### src/rtl/data_mem_arbiter_if.sv
// data_mem_arbiter_if
//   Bundles every bus that meets at the data memory arbiter: the CPU
//   load/store path, the VGA burst fetch path and the single-port
//   Data_Memory side.
//
//   Modports:
//     slave  - the arbiter's view (requests and mem_rd in, grants,
//              read returns and memory controls out)
//     master - the environment's view (CPU, VGA controller and memory
//              model drive requests and mem_rd, observe everything else)
//
//   Parameters:
//     AW        byte address width
//     DW        data width
//     MAX_BURST longest VGA burst in beats (sets the vga_len width)
interface data_mem_arbiter_if #(
  parameter int AW        = 32,
  parameter int DW        = 32,
  parameter int MAX_BURST = 16
);
  localparam int LW = $clog2(MAX_BURST) + 1;

  // CPU single-beat load/store port
  logic          cpu_req;
  logic          cpu_we;
  logic [AW-1:0] cpu_addr;
  logic [DW-1:0] cpu_wdata;
  logic          cpu_gnt;
  logic          cpu_stall;
  logic          cpu_rvalid;
  logic [DW-1:0] cpu_rdata;

  // VGA incrementing read-burst port
  logic          vga_req;
  logic [AW-1:0] vga_addr;
  logic [LW-1:0] vga_len;
  logic          vga_gnt;
  logic          vga_rvalid;
  logic [DW-1:0] vga_rdata;
  logic          vga_done;

  // Data_Memory port
  logic          mem_we;
  logic [AW-1:0] mem_a;
  logic [DW-1:0] mem_wd;
  logic [DW-1:0] mem_rd;

  modport slave (
    input  cpu_req, cpu_we, cpu_addr, cpu_wdata,
    output cpu_gnt, cpu_stall, cpu_rvalid, cpu_rdata,
    input  vga_req, vga_addr, vga_len,
    output vga_gnt, vga_rvalid, vga_rdata, vga_done,
    output mem_we, mem_a, mem_wd,
    input  mem_rd
  );

  modport master (
    output cpu_req, cpu_we, cpu_addr, cpu_wdata,
    input  cpu_gnt, cpu_stall, cpu_rvalid, cpu_rdata,
    output vga_req, vga_addr, vga_len,
    input  vga_gnt, vga_rvalid, vga_rdata, vga_done,
    input  mem_we, mem_a, mem_wd,
    output mem_rd
  );
endinterface

### src/rtl/data_mem_arbiter.sv
// data_mem_arbiter
//   Shares the single-port Data_Memory between the CPU load/store path
//   (single beats) and the VGA pixel fetch path (incrementing read bursts).
//   At most one memory access is issued per clock. VGA is favoured while
//   a burst runs, but a starvation counter forces a CPU beat once the CPU
//   has been refused MAX_WAIT consecutive cycles, so the CPU never waits
//   more than MAX_WAIT+1 cycles. Grants are combinational; read data comes
//   back registered one cycle after the grant.
//
//   Ports:
//     clk            system clock
//     rst            synchronous active-high reset
//     bus            data_mem_arbiter_if.slave (CPU, VGA and memory buses)
//     stat_cpu_stall saturating count of cpu_stall cycles (ARB_STATS_EN only)
//     stat_vga_beats saturating count of VGA beats issued (ARB_STATS_EN only)
//
//   Optional build macro:
//     ARB_STATS_EN   adds the two statistics outputs; arbitration is the
//                    same with or without it.
module data_mem_arbiter #(
  parameter int AW        = 32,
  parameter int DW        = 32,
  parameter int MAX_BURST = 16,
  parameter int MAX_WAIT  = 4
) (
  input  logic                clk,
  input  logic                rst,
  data_mem_arbiter_if.slave   bus
`ifdef ARB_STATS_EN
  ,
  output logic [31:0]         stat_cpu_stall,
  output logic [31:0]         stat_vga_beats
`endif
);

  localparam int LW = $clog2(MAX_BURST) + 1;
  localparam int SW = (MAX_WAIT > 0) ? $clog2(MAX_WAIT + 1) : 1;

  typedef enum logic [0:0] {
    IDLE,
    VGA_BURST
  } state_e;

  state_e        state_q, state_d;
  logic [SW-1:0] starve_q, starve_d;
  logic [LW-1:0] beat_cnt_q, beat_cnt_d;
  logic [AW-1:0] burst_addr_q, burst_addr_d;

  logic          cpu_rvalid_q, cpu_rvalid_d;
  logic [DW-1:0] cpu_rdata_q, cpu_rdata_d;
  logic          vga_rvalid_q, vga_rvalid_d;
  logic [DW-1:0] vga_rdata_q, vga_rdata_d;
  logic          vga_done_q, vga_done_d;

  logic          cpu_gnt;
  logic          vga_gnt;
  logic [LW-1:0] len_clamped;
  logic          mem_we;
  logic [AW-1:0] mem_a;
  logic [DW-1:0] mem_wd;

`ifdef ARB_STATS_EN
  logic [31:0]   stat_cpu_stall_q, stat_cpu_stall_d;
  logic [31:0]   stat_vga_beats_q, stat_vga_beats_d;
`endif

  // Requested burst length forced into 1..MAX_BURST so a zero length
  // still fetches one beat and an oversize request cannot overrun.
  always_comb begin
    len_clamped = bus.vga_len;
    if (bus.vga_len == '0) begin
      len_clamped = LW'(1);
    end else if (bus.vga_len > LW'(MAX_BURST)) begin
      len_clamped = LW'(MAX_BURST);
    end
  end

  // Arbitration and next-state logic. In IDLE the CPU is served at once
  // and a VGA request only latches the burst (its first beat comes next
  // cycle). During a burst VGA owns the memory unless the CPU has hit the
  // starvation limit, in which case the burst simply holds for a cycle.
  always_comb begin
    state_d      = state_q;
    beat_cnt_d   = beat_cnt_q;
    burst_addr_d = burst_addr_q;
    cpu_gnt      = 1'b0;
    vga_gnt      = 1'b0;

    case (state_q)
      IDLE: begin
        cpu_gnt = bus.cpu_req;
        if (bus.vga_req) begin
          state_d      = VGA_BURST;
          burst_addr_d = bus.vga_addr;
          beat_cnt_d   = len_clamped;
        end
      end
      VGA_BURST: begin
        if (bus.cpu_req && (starve_q == SW'(MAX_WAIT))) begin
          cpu_gnt = 1'b1;
        end else begin
          vga_gnt      = 1'b1;
          burst_addr_d = burst_addr_q + AW'(4);
          beat_cnt_d   = beat_cnt_q - LW'(1);
          if (beat_cnt_q == LW'(1)) begin
            state_d = IDLE;
          end
        end
      end
      default: begin
        state_d = IDLE;
      end
    endcase

    // Consecutive refused CPU cycles, saturating at the forcing threshold
    starve_d = starve_q;
    if (!bus.cpu_req || cpu_gnt) begin
      starve_d = '0;
    end else if (starve_q != SW'(MAX_WAIT)) begin
      starve_d = starve_q + SW'(1);
    end
  end

  // Memory-side mux; an idle cycle drives all-zero controls so nothing
  // stray reaches the memory.
  always_comb begin
    mem_we = 1'b0;
    mem_a  = '0;
    mem_wd = '0;
    if (cpu_gnt) begin
      mem_we = bus.cpu_we;
      mem_a  = bus.cpu_addr;
      mem_wd = bus.cpu_wdata;
    end else if (vga_gnt) begin
      mem_a  = burst_addr_q;
    end
  end

  // Read return: memory is read combinationally in the grant cycle and
  // captured here; rdata keeps its last value between valid pulses.
  always_comb begin
    cpu_rvalid_d = cpu_gnt && !bus.cpu_we;
    cpu_rdata_d  = cpu_rvalid_d ? bus.mem_rd : cpu_rdata_q;
    vga_rvalid_d = vga_gnt;
    vga_rdata_d  = vga_gnt ? bus.mem_rd : vga_rdata_q;
    vga_done_d   = vga_gnt && (beat_cnt_q == LW'(1));
  end

`ifdef ARB_STATS_EN
  // Free-running event counters that stick at all-ones instead of wrapping
  always_comb begin
    stat_cpu_stall_d = stat_cpu_stall_q;
    stat_vga_beats_d = stat_vga_beats_q;
    if (bus.cpu_req && !cpu_gnt && (stat_cpu_stall_q != '1)) begin
      stat_cpu_stall_d = stat_cpu_stall_q + 32'd1;
    end
    if (vga_gnt && (stat_vga_beats_q != '1)) begin
      stat_vga_beats_d = stat_vga_beats_q + 32'd1;
    end
  end
`endif

  // All state and registered outputs; reset abandons any burst in flight
  // and suppresses the read return of the cycle it lands on.
  always_ff @(posedge clk) begin
    if (rst) begin
      state_q          <= IDLE;
      starve_q         <= '0;
      beat_cnt_q       <= '0;
      burst_addr_q     <= '0;
      cpu_rvalid_q     <= 1'b0;
      cpu_rdata_q      <= '0;
      vga_rvalid_q     <= 1'b0;
      vga_rdata_q      <= '0;
      vga_done_q       <= 1'b0;
`ifdef ARB_STATS_EN
      stat_cpu_stall_q <= '0;
      stat_vga_beats_q <= '0;
`endif
    end else begin
      state_q          <= state_d;
      starve_q         <= starve_d;
      beat_cnt_q       <= beat_cnt_d;
      burst_addr_q     <= burst_addr_d;
      cpu_rvalid_q     <= cpu_rvalid_d;
      cpu_rdata_q      <= cpu_rdata_d;
      vga_rvalid_q     <= vga_rvalid_d;
      vga_rdata_q      <= vga_rdata_d;
      vga_done_q       <= vga_done_d;
`ifdef ARB_STATS_EN
      stat_cpu_stall_q <= stat_cpu_stall_d;
      stat_vga_beats_q <= stat_vga_beats_d;
`endif
    end
  end

  assign bus.cpu_gnt    = cpu_gnt;
  assign bus.cpu_stall  = bus.cpu_req & ~cpu_gnt;
  assign bus.cpu_rvalid = cpu_rvalid_q;
  assign bus.cpu_rdata  = cpu_rdata_q;
  assign bus.vga_gnt    = vga_gnt;
  assign bus.vga_rvalid = vga_rvalid_q;
  assign bus.vga_rdata  = vga_rdata_q;
  assign bus.vga_done   = vga_done_q;
  assign bus.mem_we     = mem_we;
  assign bus.mem_a      = mem_a;
  assign bus.mem_wd     = mem_wd;

`ifdef ARB_STATS_EN
  assign stat_cpu_stall = stat_cpu_stall_q;
  assign stat_vga_beats = stat_vga_beats_q;
`endif

endmodule

### src/flat_wrapper.sv
// flat-port wrapper written by rule: the top's interface ports become plain ports
module data_mem_arbiter_flat 
#(
  parameter int AW        = 32,
  parameter int DW        = 32,
  parameter int MAX_BURST = 16,
  parameter int MAX_WAIT  = 4
)
  (clk, rst, bus_cpu_req, bus_cpu_we, bus_cpu_addr, bus_cpu_wdata, bus_cpu_gnt, bus_cpu_stall, bus_cpu_rvalid, bus_cpu_rdata, bus_vga_req, bus_vga_addr, bus_vga_len, bus_vga_gnt, bus_vga_rvalid, bus_vga_rdata, bus_vga_done, bus_mem_we, bus_mem_a, bus_mem_wd, bus_mem_rd);
  data_mem_arbiter_if #(.AW(AW), .DW(DW), .MAX_BURST(MAX_BURST)) bus_i ();
  input  logic clk;
  input  logic rst;
  input wire logic [$bits(bus_i.cpu_req)-1:0] bus_cpu_req;
  input wire logic [$bits(bus_i.cpu_we)-1:0] bus_cpu_we;
  input wire logic [$bits(bus_i.cpu_addr)-1:0] bus_cpu_addr;
  input wire logic [$bits(bus_i.cpu_wdata)-1:0] bus_cpu_wdata;
  output wire logic [$bits(bus_i.cpu_gnt)-1:0] bus_cpu_gnt;
  output wire logic [$bits(bus_i.cpu_stall)-1:0] bus_cpu_stall;
  output wire logic [$bits(bus_i.cpu_rvalid)-1:0] bus_cpu_rvalid;
  output wire logic [$bits(bus_i.cpu_rdata)-1:0] bus_cpu_rdata;
  input wire logic [$bits(bus_i.vga_req)-1:0] bus_vga_req;
  input wire logic [$bits(bus_i.vga_addr)-1:0] bus_vga_addr;
  input wire logic [$bits(bus_i.vga_len)-1:0] bus_vga_len;
  output wire logic [$bits(bus_i.vga_gnt)-1:0] bus_vga_gnt;
  output wire logic [$bits(bus_i.vga_rvalid)-1:0] bus_vga_rvalid;
  output wire logic [$bits(bus_i.vga_rdata)-1:0] bus_vga_rdata;
  output wire logic [$bits(bus_i.vga_done)-1:0] bus_vga_done;
  output wire logic [$bits(bus_i.mem_we)-1:0] bus_mem_we;
  output wire logic [$bits(bus_i.mem_a)-1:0] bus_mem_a;
  output wire logic [$bits(bus_i.mem_wd)-1:0] bus_mem_wd;
  input wire logic [$bits(bus_i.mem_rd)-1:0] bus_mem_rd;
  assign bus_i.cpu_req = bus_cpu_req;
  assign bus_i.cpu_we = bus_cpu_we;
  assign bus_i.cpu_addr = bus_cpu_addr;
  assign bus_i.cpu_wdata = bus_cpu_wdata;
  assign bus_cpu_gnt = bus_i.cpu_gnt;
  assign bus_cpu_stall = bus_i.cpu_stall;
  assign bus_cpu_rvalid = bus_i.cpu_rvalid;
  assign bus_cpu_rdata = bus_i.cpu_rdata;
  assign bus_i.vga_req = bus_vga_req;
  assign bus_i.vga_addr = bus_vga_addr;
  assign bus_i.vga_len = bus_vga_len;
  assign bus_vga_gnt = bus_i.vga_gnt;
  assign bus_vga_rvalid = bus_i.vga_rvalid;
  assign bus_vga_rdata = bus_i.vga_rdata;
  assign bus_vga_done = bus_i.vga_done;
  assign bus_mem_we = bus_i.mem_we;
  assign bus_mem_a = bus_i.mem_a;
  assign bus_mem_wd = bus_i.mem_wd;
  assign bus_i.mem_rd = bus_mem_rd;
  data_mem_arbiter #(.AW(AW), .DW(DW), .MAX_BURST(MAX_BURST), .MAX_WAIT(MAX_WAIT)) u_core (.clk(clk), .rst(rst), .bus(bus_i));
endmodule
### config.mk
export PLATFORM = sky130hd
export DESIGN_NAME = data_mem_arbiter_flat
export DESIGN_NICKNAME = d
export VERILOG_FILES = /design/src/rtl/data_mem_arbiter_if.sv /design/src/rtl/data_mem_arbiter.sv /design/src/flat_wrapper.sv
export SDC_FILE = /design/constraint.sdc
export NUM_CORES = 1
export LEC_CHECK = 0
export ABC_AREA = 0
export CORE_ASPECT_RATIO = 1.25
export CORE_UTILIZATION = 37
export DETAILED_ROUTE_END_ITERATION = 6
export GPL_TIMING_DRIVEN = 0
export PLACE_DENSITY = 0.86
export SYNTH_ARGS = -nofsm -noshare
export SYNTH_HDL_FRONTEND = slang
export SYNTH_SLANG_ARGS = --single-unit
### constraint.sdc
create_clock -name clk -period 2 [get_ports clk]
set_clock_uncertainty 0.15 [all_clocks]
set_input_delay 0.4 -clock clk [delete_from_list [all_inputs] [get_ports clk]]
set_output_delay 0.4 -clock clk [all_outputs]
set_load 0.03 [all_outputs]
# Yosys cells after proc, flatten, opt, wreduce, memory -nomap -nowiden
# Cells that the tools add are included.
dict set report word_totals {
  romBits 0
  in_bits 138
  word_cells 50
  ram_bits 0
  register_bits 108
  out_inout_bits 135
  latch_bits 0
  mem_count 0
}
dict set report classes {
  n_addsub 3
  eq_ne 5
  n_shift 0
  n_reduce_logical 9
  n_lt_le_gt_ge 1
  div_mod_pow 0
  muxes 20
  mul 0
  n_bitwise 3
}
# operator n
set ops {}
lappend ops {{32-bit two-way mux} 5}
lappend ops {{32-bit case mux with 2 select lines} 1}
lappend ops {{32-bit by 3-bit adder with 32-bit output (second input constant)} 1}
lappend ops {{5-bit two-way mux} 4}
lappend ops {{5-bit case mux with 2 select lines} 1}
lappend ops {{1-bit two-way mux} 7}
lappend ops {{5-bit by 1-bit == test with 1-bit output (second input constant)} 1}
lappend ops {{5-bit greater-than comparator (second input constant)} 1}
lappend ops {{5-bit logical NOT} 1}
lappend ops {{5-bit by 1-bit subtractor with 5-bit output (second input constant)} 1}
lappend ops {{2-bit != test (second input constant)} 2}
lappend ops {{1-bit case mux with 2 select lines} 2}
lappend ops {{3-bit by 1-bit adder with 3-bit output (second input constant)} 1}
lappend ops {{3-bit == test (second input constant)} 1}
lappend ops {{1-bit logical AND} 3}
lappend ops {{3-bit != test (second input constant)} 1}
lappend ops {{1-bit logical NOT} 2}
lappend ops {{1-bit NOT} 2}
lappend ops {{2-bit AND reduction} 1}
lappend ops {{2-bit OR reduction} 1}
lappend ops {{1-bit AND} 1}
lappend ops {{1-bit logical OR} 1}

# Depth between registers and ports, before layout
# Gate-level depths: netlist of the first run.
dict set report logic_depth {
  word_depth 6
  mapped_depth 9
  depth_no_buf 7
}

# Worst setup path before layout of the first run
# No wires, ideal clock.
dict set report synth_timing {
  path_type {register to output}
  from {register u_core.starve_q[0]}
  to {output bus_mem_a[11]}
  arrival_ps 1846
  setup_slack_ps -396
  path_stages_with_launch 7
  required_time_ps 1450
  n_path_buf 1
  path_cell_list {dfxtp_1 inv_1 ha_1 nand3_1 nand2_1 clkbuf_1 o21ai_0}
}
dict set report synth_between {
  elab_chain_len 6
  elab_cells_between_ends 8
  classes_between {1 x eq/ne; 6 x mux; 1 x reduce/logical}
}
# element line
set synth_rtl {}
lappend synth_rtl {{start, declared} data_mem_arbiter.sv:45} ;# logic [SW-1:0] starve_q, starve_d;
lappend synth_rtl {{start signal, assigned} data_mem_arbiter.sv:182} ;# starve_q <= starve_d;
lappend synth_rtl {{3-bit == test *} data_mem_arbiter.sv:99} ;# if (bus.cpu_req && (starve_q == SW'(MAX_WAIT))) begin
lappend synth_rtl {{1-bit logical AND *} data_mem_arbiter.sv:99}
lappend synth_rtl {{1-bit two-way mux} data_mem_arbiter.sv:99}
lappend synth_rtl {{1-bit two-way mux} data_mem_arbiter.sv:89} ;# case (state_q)
lappend synth_rtl {{32-bit two-way mux} data_mem_arbiter.sv:134} ;# end else if (vga_gnt) begin
lappend synth_rtl {{32-bit two-way mux *} data_mem_arbiter.sv:130} ;# if (cpu_gnt) begin
lappend synth_rtl {{end, declared} flat_wrapper.sv:29} ;# output wire logic [$bits(bus_i.mem_a)-1:0] bus_mem_a;
# Mark *: on every way between the ends. The rest lies on a longest branch, timed or not.

# Final worst setup path of the first run
dict set report layout_timing {
  from {register u_core.starve_q[1]}
  to {output bus_mem_a[28]}
}
# The elaborated chain is that of the path after synthesis.

==> results of run 1 <==
==> routing by layer <==
metal,vias to the layer above,track usage
li1,3177,-
met1,3284,0.351
met2,433,0.512
met3,73,0.0456
met4,0,0.129
met5,-,0
==> flip-flops by register name, indices dropped and copies added, names as in the netlist <==
| signal | cells |
|---|---|
| u_core.bus.cpu_rdata | 32 |
| u_core.bus.cpu_rvalid | 1 |
| u_core.state_q | 1 |
| u_core.bus.vga_rdata | 32 |
| u_core.starve_q | 3 |
| u_core.bus.vga_rvalid | 1 |
| u_core.beat_cnt_q | 5 |
| u_core.bus.vga_done | 1 |
| u_core.burst_addr_q | 32 |
==> logic make-up (layout without fill, tap and decap cells) <==
group,after synthesis,in the layout,synth area share
and+or+nand+nor,317,317,0.288
AOI/OAI and AO/OA,195,195,0.238
DFF,108,108,0.395
buffers and inverters,73,386,0.0605
adders and majority gates,5,5,0.0114
muxes,4,4,0.00754
==> worst paths after layout <==
kind	end	slack [ns]	cells past startpoint
setup / recovery	bus_mem_a[28]	-0.41	7
setup reg to reg	u_core.bus.cpu_rdata[31]	-0.13	11
hold reg to reg	u_core.bus.vga_rdata[22]	0.30	2
hold / removal	u_core.bus.vga_rdata[22]	0.30	2
==> worst min-delay path, cell delays in order (launching register included) <==
cell     delay, ns
dfxtp_1       0.31
nand2_1       0.05
a21oi_1       0.05
==> area by class of cell <==
type                    instances  area [um^2]  share of cell area
plain buffers                  58          509              0.0515
clock inverters                 6         57.6             0.00582
flip-flops and latches        108         2170               0.219
multi-input cells             521         3600               0.364
repair buffers                300         3060               0.309
clock buffers                   9          225              0.0228
well taps                     178          223              0.0225
inverters                      13         51.3             0.00519
==> repair_timing <==
item                                    in CTS  in global routing
pin swaps                                    4                  6
cloned                                       2                  3
setup buffers                               21                  3
resized for setup                          548                 98
endpoints found under the setup margin     162                117
==> metrics by stage <==
stage                     hold WS [ns]  instances  utilization
after floorplan                  0.260        702            -
after global placement           0.274       1151        0.605
after detailed placement         0.275       1151        0.605
after CTS                        0.307       1187        0.658
after global routing             0.322       1193        0.687
final                            0.305       1193        0.687
==> placed cells by master, fill, tap and decap left out, drive strengths merged, types with 4 or more instances in the layout <==
master / n
a211oi: 10
a21oi: 87
a221oi: 5
a22o: 26
a22oi: 4
a311oi: 4
and3: 48
and4: 13
buf: 122
clkbuf: 42
clkdlybuf4s50: 202
dfxtp: 108
ha: 5
inv: 17
nand2: 160
nand3: 15
nand4: 18
nor2: 20
nor2b: 5
nor3: 17
nor4: 8
o211ai: 5
o21ai: 19
o221ai: 6
==> power groups by stage <==
| stage | Combinational [mW] | Clock (mW) | Sequential, mW |
|---|---|---|---|
| finish | 2.04 | 1.76 | 2.43 |
| global route | 2.14 | 1.87 | 2.45 |
| CTS | 1.90 | 1.77 | 2.42 |
| detailed placement | 1.75 | 0 | 2.47 |
| global placement | 1.72 | 0 | 2.47 |
| floorplan | 0.822 | 0 | 2.57 |
==> results.yml, run 1 <==
cells_and_area:
  area_delta_synth_final_pct: 80.6
  final_cell_area_mm2: 0.00989
  num_antenna_cells: 0
  drive_above_1_share: 0.285
  nFillCells: 1071
  nets: 1154
worst_hold_path:
  min_from: "u_core.bus.vga_rdata[22]"
  hp-class: "reg2reg"
synth:
  ys_seq_area_frac: 0.395
  yosysUniqueCellTypes: 66
  syn_avg_cell_area_um2: 7.80
  synthTopCellsByArea: "dfxtp_1, nand2_1, a21oi_1"
  yosysTopAreaCellShare: 0.395
  synth-seq-cells: 108
  synthesis.nets: 845
  yosys_warnings: 0
  netlist_area_mm2: 0.00548
  yosysMostFrequentCell: "nand2_1"
  synth_cells: 702
  synth_enable_flop_cells: 0
  async_flop_share: 0
  synth_top_flop_cell: "dfxtp_1"
  synth_top_cell_by_area: "dfxtp_1"
  synthTopCellsByCount: "nand2_1, dfxtp_1, a21oi_1"
clocking:
  cts.path.max_buffers: 2
  numCtsBuffers: 9
  cts_tree: "built"
  cts-root-buf: "clkbuf_16"
  insertion_delay_ns: 0.35
  clkTransAtPathRegs_ns: 0.08
  postCtsHoldBufs: 0
  htreeDepth: 3
  cts_num_sinks: 108
sta:
  timing.slew.headroom: 0.527
  timing.final.max_slew_violations: 0
  rsz0062_at_grt: "yes"
  min_period_over_period: 1.21
  tns_ns: -25.77
  max_freq_mhz: 414
  fin_ws_ns: -0.414
  hold_violations: 0
  worstMarginPinSlew_ns: 0.710
  setup_viol: 98
  min_period_ns: 2.41
drt:
  firstDrtPassIters: 7
  drc: 0
  routed_via_density: 5.84
  dr_wl_met3_um: 1830
  vias: 6967
  top_layer: "met4"
  drtIter0Drc: 650
  routed_wl_um: 24300
  wl_met1_um: 9080
  routedWlPerCell_um: 20.4
  route.met2.wl_um: 12500
  ant_nets: 0
pwr:
  p_leak_nw: 3.93
  power.density_mw_per_mm2: 630
  pwr-share-comb: 0.328
  p_clk_frac: 0.282
  swShare: 0.336
  p_seq_frac: 0.390
  total_power_mw: 6.24
  power_switching_mw: 2.09
  ir_drop_mv: 0.403
  intPower_mw: 4.14
floorplanning:
  io_pins: 273
  start_util: 0.380
  fp-row-count: 49
  die_w_um: 111
  die_y_um: 138
  die_area_mm2: 0.0153
  core_mm2: 0.0144
global_routing:
  first_global_vias: 6704
  overflow: 0
  grt_pass1_wl_um: 35800
  antenna_found_initial: 0
  grt_max_degree: 20
  grt_usage: 0.292
placed_design:
  io_buffers: 271
  dp_hpwl_um: 16500
  placed_area_mm2: 0.00872
  place_ws_ns: -1.50
  gp_congestion: 0.915
critical_path:
  critPathRequiredTime_ns: 1.45
  worstSetupPathType: "reg2out"
  crit_arrival_ns: 1.86
  timing.rr.start: "u_core.starve_q[1]"
  crit_fanout: 10
  critical-path-top-delay-family: "compound AO/OA/AOI/OAI gates"
  critPathLaunchType: "register"
  startpoint: "u_core.starve_q[1]"
  path_buf_inv: 3
  cp_cell_sequence: "inv_2 > ha_4 > a21bo_4 > and2_4 > buf_12 > a22o_4 > buf_6"
  cp_slowest_stage_delay_ns: 0.34
  cp-end-kind: "primary output"
  slowest_stage: "dfxtp_2"
job:
  max_cap_viol_count: 0
status:
  violations: "setup timing"
  status: "finished with violations"
(Power assumes the default switching activity.)
==> run 2: changes to the inputs <==
ABC_AREA = unset   (was 0)
==> results of run 2 <==
No change in the layout: final DEF, timing and power equal those of run 1.
